==> src/rtl/ps2_key_tracker.sv <==
// PS/2 keyboard receiver that tracks the held state of a few configurable keys
// and queues press/release events in a small first-word-fall-through FIFO.
module ps2_key_tracker #(
  parameter int                      NUM_KEYS       = 5,
  parameter logic [9*NUM_KEYS-1:0]   KEY_CODES      = {9'h029, 9'h174, 9'h16B, 9'h172, 9'h175},
  parameter int                      FIFO_DEPTH     = 4,
  parameter int                      TIMEOUT_CYCLES = 5000,
  parameter int                      SYNC_STAGES    = 3,
  localparam int                     IDX_W          = (NUM_KEYS > 1) ? $clog2(NUM_KEYS) : 1
) (
  input  logic                clk,
  input  logic                rstn,
  input  logic                PS2_clk,
  input  logic                PS2_data,
  output logic [NUM_KEYS-1:0] key_state,
  output logic                evt_valid,
  input  logic                evt_ready,
  output logic [IDX_W-1:0]    evt_key,
  output logic                evt_press,
  output logic                err_parity,
  output logic                err_frame,
  output logic                overflow
);

  localparam int TW = $clog2(TIMEOUT_CYCLES + 1);
  localparam int AW = $clog2(FIFO_DEPTH);

  typedef enum logic [1:0] {DEC_IDLE, DEC_EXT, DEC_BRK, DEC_EXT_BRK} dec_state_t;

  logic [SYNC_STAGES-1:0] clk_sync;
  logic [SYNC_STAGES-1:0] data_sync;
  logic                   clk_prev;
  logic                   fall;
  logic                   ps2_bit;

  logic [3:0]             bit_cnt;
  logic [9:0]             shift;
  logic [TW-1:0]          idle_cnt;
  logic                   timeout_hit;
  logic                   byte_valid;
  logic [7:0]             rx_byte;

  dec_state_t             dec_state;
  logic                   is_code;
  logic                   code_ext;
  logic                   code_brk;
  logic [8:0]             code;
  logic                   hit;
  logic [IDX_W-1:0]       hit_idx;
  logic                   push_req;

  logic [IDX_W:0]         mem [FIFO_DEPTH];
  logic [AW-1:0]          rd_ptr;
  logic [AW-1:0]          wr_ptr;
  logic [AW:0]            count;
  logic                   full;
  logic                   pop;
  logic                   do_push;

  always_ff @(posedge clk) begin
    if (!rstn) begin
      clk_sync  <= '1;
      data_sync <= '1;
      clk_prev  <= 1'b1;
    end else begin
      clk_sync  <= {clk_sync[SYNC_STAGES-2:0], PS2_clk};
      data_sync <= {data_sync[SYNC_STAGES-2:0], PS2_data};
      clk_prev  <= clk_sync[SYNC_STAGES-1];
    end
  end

  assign fall        = clk_prev & ~clk_sync[SYNC_STAGES-1];
  assign ps2_bit     = data_sync[SYNC_STAGES-1];
  assign timeout_hit = !fall && (bit_cnt != 4'd0) && (idle_cnt == TW'(TIMEOUT_CYCLES - 1));

  // After ten shifts the start bit sits in shift[0]; the stop bit is the live sample.
  always_ff @(posedge clk) begin
    if (!rstn) begin
      bit_cnt    <= 4'd0;
      shift      <= '0;
      idle_cnt   <= '0;
      byte_valid <= 1'b0;
      rx_byte    <= 8'h00;
      err_parity <= 1'b0;
      err_frame  <= 1'b0;
    end else begin
      byte_valid <= 1'b0;
      err_parity <= 1'b0;
      err_frame  <= 1'b0;
      if (fall) begin
        idle_cnt <= '0;
        if (bit_cnt == 4'd10) begin
          bit_cnt <= 4'd0;
          if (shift[0] || !ps2_bit) begin
            err_frame <= 1'b1;
          end else if (!(^shift[9:1])) begin
            err_parity <= 1'b1;
          end else begin
            byte_valid <= 1'b1;
            rx_byte    <= shift[8:1];
          end
        end else begin
          bit_cnt <= bit_cnt + 4'd1;
          shift   <= {ps2_bit, shift[9:1]};
        end
      end else if (timeout_hit) begin
        err_frame <= 1'b1;
        bit_cnt   <= 4'd0;
        idle_cnt  <= '0;
      end else if (bit_cnt != 4'd0) begin
        idle_cnt <= idle_cnt + TW'(1);
      end
    end
  end

  always_ff @(posedge clk) begin
    if (!rstn) begin
      dec_state <= DEC_IDLE;
    end else if (timeout_hit) begin
      dec_state <= DEC_IDLE;
    end else if (byte_valid) begin
      case (rx_byte)
        8'hE0: begin
          if (dec_state == DEC_IDLE)     dec_state <= DEC_EXT;
          else if (dec_state == DEC_BRK) dec_state <= DEC_EXT_BRK;
        end
        8'hF0: begin
          if (dec_state == DEC_IDLE)     dec_state <= DEC_BRK;
          else if (dec_state == DEC_EXT) dec_state <= DEC_EXT_BRK;
        end
        default: dec_state <= DEC_IDLE;
      endcase
    end
  end

  assign is_code  = byte_valid && (rx_byte != 8'hE0) && (rx_byte != 8'hF0);
  assign code_ext = (dec_state == DEC_EXT) || (dec_state == DEC_EXT_BRK);
  assign code_brk = (dec_state == DEC_BRK) || (dec_state == DEC_EXT_BRK);
  assign code     = {code_ext, rx_byte};

  // Scan downwards so the lowest matching table entry wins.
  always_comb begin
    hit     = 1'b0;
    hit_idx = '0;
    for (int i = NUM_KEYS - 1; i >= 0; i--) begin
      if (KEY_CODES[9*i +: 9] == code) begin
        hit     = 1'b1;
        hit_idx = IDX_W'(i);
      end
    end
  end

  assign push_req  = is_code && hit && (code_brk == key_state[hit_idx]);
  assign full      = (count == (AW+1)'(FIFO_DEPTH));
  assign pop       = evt_valid && evt_ready;
  assign do_push   = push_req && (!full || pop);
  assign evt_valid = (count != '0);
  assign {evt_key, evt_press} = mem[rd_ptr];

  always_ff @(posedge clk) begin
    if (do_push) mem[wr_ptr] <= {hit_idx, ~code_brk};
  end

  always_ff @(posedge clk) begin
    if (!rstn) begin
      rd_ptr    <= '0;
      wr_ptr    <= '0;
      count     <= '0;
      overflow  <= 1'b0;
      key_state <= '0;
    end else begin
      if (push_req) key_state[hit_idx] <= ~code_brk;
      if (push_req && !do_push) overflow <= 1'b1;
      if (do_push) wr_ptr <= wr_ptr + AW'(1);
      if (pop)     rd_ptr <= rd_ptr + AW'(1);
      case ({do_push, pop})
        2'b10:   count <= count + (AW+1)'(1);
        2'b01:   count <= count - (AW+1)'(1);
        default: count <= count;
      endcase
    end
  end

endmodule

==> config.mk <==
export PLATFORM = sky130hd
export DESIGN_NAME = ps2_key_tracker
export DESIGN_NICKNAME = d
export VERILOG_FILES = /design/src/rtl/ps2_key_tracker.sv
export SDC_FILE = /design/constraint.sdc
export NUM_CORES = 1
export LEC_CHECK = 0
export CORE_MARGIN = 2
export CORE_UTILIZATION = 57
export CTS_BUF_LIST = sky130_fd_sc_hd__clkbuf_16
export CTS_CLUSTER_DIAMETER = 150
export DETAILED_ROUTE_END_ITERATION = 8
export DONT_BUFFER_PORTS = 1
export PLACE_DENSITY = 0.79
export SKIP_CTS_REPAIR_TIMING = 1
export SYNTH_ARGS = -nofsm -noshare
export SYNTH_HDL_FRONTEND = slang
export SYNTH_SLANG_ARGS = --single-unit
==> constraint.sdc <==
create_clock -name clk -period 3.5 [get_ports clk]
set_input_delay 0.175 -clock clk [delete_from_list [all_inputs] [get_ports clk]]
set_output_delay 0.175 -clock clk [all_outputs]
set_load 0.01 [all_outputs]
# Word level (Yosys, flattened, before mapping)
# Memories as Yosys holds them, arrays and structs flattened. A register that Yosys moved wholly into a read port is not among the register bits.
# Index checks and enable logic that the tools add are counted.
# totals
output_inout_bits,13
word_cells,116
n_memories,1
reg_bits,60
ramBits,16
inputBits,5
# memory_table
name,depth,word_bits,rd,rd_ports_with_merged_regs,wr,line_no,rtl
mem,4,4,1,1,1,52,logic [IDX_W:0] mem [FIFO_DEPTH];
# op_classes
addsub,6
n_bitwise,7
muxes,34
n_lt_le_gt_ge,2
eq_ne,20
reduce_logical,30
# op_table
cell,n
== test 9 bit (first input constant),4
== test 8 bit (second input constant),2
inequality test 8 bit (second input constant),2
two-way mux 1 bit,15
two-way mux 3 bit,5
adder 13 x 1 -> 13 bit (second input constant),1
== test 13 bit (second input constant),1
two-way mux 2 bit,6
two-way mux 4 bit,3
logical AND 1 bit,10
== test 6 x 9 -> 1 bit (first input constant),1
parity 9 bit,1
== test 2 bit (second input constant),3
inequality test 3 bit (second input constant),2
NOT 1 bit,6
case mux 3 bit (2 select lines),1
bitwise mux 5 bit,1
adder 2 x 1 -> 2 bit (second input constant),2
adder 4 x 1 -> 4 bit (second input constant),1
== test 2 x 1 -> 1 bit (second input constant),2
== test 4 bit (second input constant),1
zero test 1 bit,4
logical OR 1 bit,4
< comparator 3 x 4 -> 1 bit (second input constant),1
other kinds (19),20

# Depth between registers and ports, before layout
# depth
word_depth,15
ltp_mapped,13
mapped_depth_nobuf,10

# Least setup slack after synthesis
# OpenSTA, ideal clock, no wires.
# synth_timing
path_kind,reg-to-reg
start,register rx_byte[0]
end,register count[1]
stages_incl_launch_ff,14
n_path_buf,3
setup_ns,0.064
period_less_slack_ns,3.166
setup_slack_ns,0.334
arrival_ns,3.102
t_required_ns,3.436
path_cell_list,dfxtp_1 buf_6 or3b_4 a2111o_1 and3_1 nor4b_2 or2_1 buf_6 buf_2 nor2_1 fa_1 nand2_1 or3_1 nand4_1
# synth_via
elab_chain_len,13
elab_cells_between_ends,29
cone_classes,eq/ne: 10; mux: 13; reduce/logical: 6
# synth_lines
element,line_no,rtl
"start, declared",41,logic [7:0] rx_byte;
"start signal, assigned",100,rx_byte <= shift[8:1];
== test 6 x 9 -> 1 bit,146,if (KEY_CODES[9*i +: 9] == code) begin
two-way mux 3 bit (5 in a row),146,
binary-select mux 1 bit (select 3 bit),153,assign push_req = is_code && hit && (code_brk == key_state[hit_idx]);
two-way mux 1 bit (implied by the code),153,
== test 1 bit,153,
logical AND 1 bit *,153,
logical AND 1 bit *,156,assign do_push = push_req && (!full || pop);
== test 2 x 1 -> 1 bit / == test 2 bit (equally long branches),176,"case ({do_push, pop})"
case mux 3 bit (2 select lines) / nonzero test 2 bit (equally long branches),-,
"end signal, assigned",177,2'b10: count <= count + (AW+1)'(1);
"end signal, assigned",178,2'b01: count <= count - (AW+1)'(1);
"end signal, assigned",179,default: count <= count;
"end, declared",55,logic [AW:0] count;
# Mark *: on every way between the ends. The rest lies on a longest branch, timed or not. The select of a mux whose other input is x is not followed.
# A chain may end at the register's enable or synchronous reset.

# Worst setup path in the final report
# layout_timing
start,register rx_byte[7]
end,register count[1]
# The elaborated chain is that of the path after synthesis.

==> results.toml <==
[global_routing]
gr-usage-all-layers = 0.211
grt_max_degree = 35
overflow = 0
grt_pass1_wl_um = 10600
grt_pass1_vias = 2357
antenna_found_initial = 0

[sta]
worst_pin_slew_ps = 937
maxSlewHeadroom = 0.371
drv_slew = 0
final-hold-violation-count = 1
skew_ps = 5.14
post-route-period-util = 0.901
whs_ps = -9.26
finalWorstSetupSlack_ps = 346
period_needed_ps = 3150
setup_tns_ps = 0
rsz0062_at_grt = "no"
setup_viol = 0
max_freq_mhz = 317

[power]
ir_worst_vdd_mv = 0.313
p_leak_nw = 1.29
powerDensity_nw_per_um2 = 496

[die]
io_pins = 18
die_w_um = 81.9
fp.dieH_um = 81.9
fp.coreArea_um2 = 5890
fp-row-count = 28
start_util = 0.588
fp.dieArea_um2 = 6710

[synthesis]
synth_top_area_cell = "dfxtp_1"
netlist_top_cells_area = "dfxtp_1 36%, edfxtp_1 14%, nand2_1 5.1%"
synth_seq_cells = 78
synth_area_um2 = 3460
synthArstFlopShare = 0
synth_cells = 362
synth.distinct_cells = 55
syn_area_per_cell_um2 = 9.56
synth_top_area_share = 0.359
syn_nets = 376
synth_warnings = 0
synth_enable_flop_cells = 16
synth_ff_type = "dfxtp_1"
yosysSeqAreaShare = 0.498

[finish]
instances_no_fill = 444
layout_common_cells = "62 x dfxtp_1, 47 x nand2_1, 42 x nor2_1, 29 x a21oi_1, 18 x nand3_1"
syn_to_final_growth_pct = 10.8
n_fill_cell = 443
num_antenna_cells = 0
drive_gt1_frac = 0.0786
nNetsFinal = 378
final_common_cell = "dfxtp_1"

[detailed_routing]
wirelength_um = 6550
wl_per_cell_um = 14.8
vias = 2545
viasPerCell = 5.73
drtAntennaViolNets = 0
drc = 0
dr.first_iter.drc_count = 121
drtPass1Iterations = 5

[worst_setup_path]
critPathArrivalTime_ps = 3420
start_kind = "flip-flop"
cp_max_fo = 9
cp-end-kind = "flip-flop"
required_ps = 3770
path_class = "flip-flop to flip-flop"

[run]
drv_cap = 0

[cts]
htreeDepth = 3
tritoncts = "built"
cts_buffer_depth = 2
clock_latency_ps = 330
cts-root-buf = "clkbuf_16"
clk_pin_slew_worst_paths_ps = 60
clock-sinks = 78
numCtsBuffers = 9

[outcome]
violations = "hold timing"
status = "finished, violations left"

[placed_design]
gp_congestion = 0.924
dpl.cell_count = 425
hpwl_um = 4560
pre_cts_ws_ps = 416
io_buffers = 0

[hold_path]
hold_class = "input port to flip-flop"
-- cell families after synthesis --
kind of cell | share of synthesized area
AO/OA/AOI/OAI | 0.0915
buffers and inverters | 0.0351
multiplexers | 0.0347
flip-flops | 0.498
adder cells (fa/ha/maj) | 0.0347
XOR/XNOR | 0.0582
AND/OR/NAND/NOR | 0.248
-- synthesized netlist by cell type (4+ instances only) --
cell type and count:
a21oi_1 29, a311oi_1 4, and3_1 10, clkbuf_1 11, dfxtp_1 62, edfxtp_1 16
ha_1 8, inv_1 9, mux4_2 4, nand2_1 47, nand2b_1 11, nand3_1 18
nand4_1 7, nor2_1 42, o21ai_0 5, or3_1 7, xnor2_1 12, xor2_1 11
-- worst max-delay path: stages, from the launching register on --
cell and delay (ps):
dfxtp_1 380, or4bb_1 590, nor4_2 180, a2111oi_1 110, a2111oi_1 600, or2_1 210
nor2_1 50, fa_1 480, nand2_1 60, or3_1 310, nand4_1 110
-- registers in the layout, indices dropped and copies added (netlist names), 2 cells and up, named ones only --
register and flops:
shift 10, rx_byte 8, idle_cnt 13, count 3, mem 16, dec_state 2
data_sync 3, key_state 5, wr_ptr 2, clk_sync 3, bit_cnt 4, rd_ptr 2
-- power by group --
group	internal (mW)	leakage [nW]	switching [mW]
Clock	0.612	0.153	0.340
Sequential	0.918	0.625	0.00239
Combinational	0.00986	0.517	0.0201
Total	1.54	1.29	0.362
-- worst paths after layout --
path                                  to                     from  depth (start not counted)  slack (ps)
setup / recovery   count[1]$_SDFFE_PN0P_  rx_byte[7]$_SDFFE_PN0P_                         10         350
hold / removal     count[2]$_SDFFE_PN0P_                     rstn                          2          -9
setup reg to reg   count[1]$_SDFFE_PN0P_  rx_byte[7]$_SDFFE_PN0P_                         10         350
hold reg to reg   clk_sync[1]$_SDFF_PN1_   clk_sync[0]$_SDFF_PN1_                          1         400
-- final cells by class --
type	count	area, um^2	share of cell area
repair buffers	7	60.1	0.0157
flip-flops and latches	78	1720	0.449
multi-input cells	258	1620	0.422
inverters	10	37.5	0.00979
clock inverters	7	80.1	0.0209
well taps	75	93.8	0.0245
clock buffers	9	225	0.0587
-- layer usage --
| metal | track usage | routed length (um) |
|---|---|---|
| met1 | 0.247 | 2860 |
| met2 | 0.349 | 3290 |
| met3 | 0.0484 | 205 |
| met4 | 0.132 | 192 |
| met5 | 0 | 0 |
-- through the flow --
stage          hold WS (ps)  power [mW]   util  cell area [um^2]
4_1_cts               -88.1        1.90  0.646              3800
3_3_place_gp            252       0.964  0.595              3500
6_report              -9.26        1.90  0.652              3830
3_5_place_dp            255       0.965  0.595              3500
5_1_grt                4.34        1.95  0.652              3830
2_1_floorplan           276       0.962      -              3460
(Power assumes the default switching activity.)
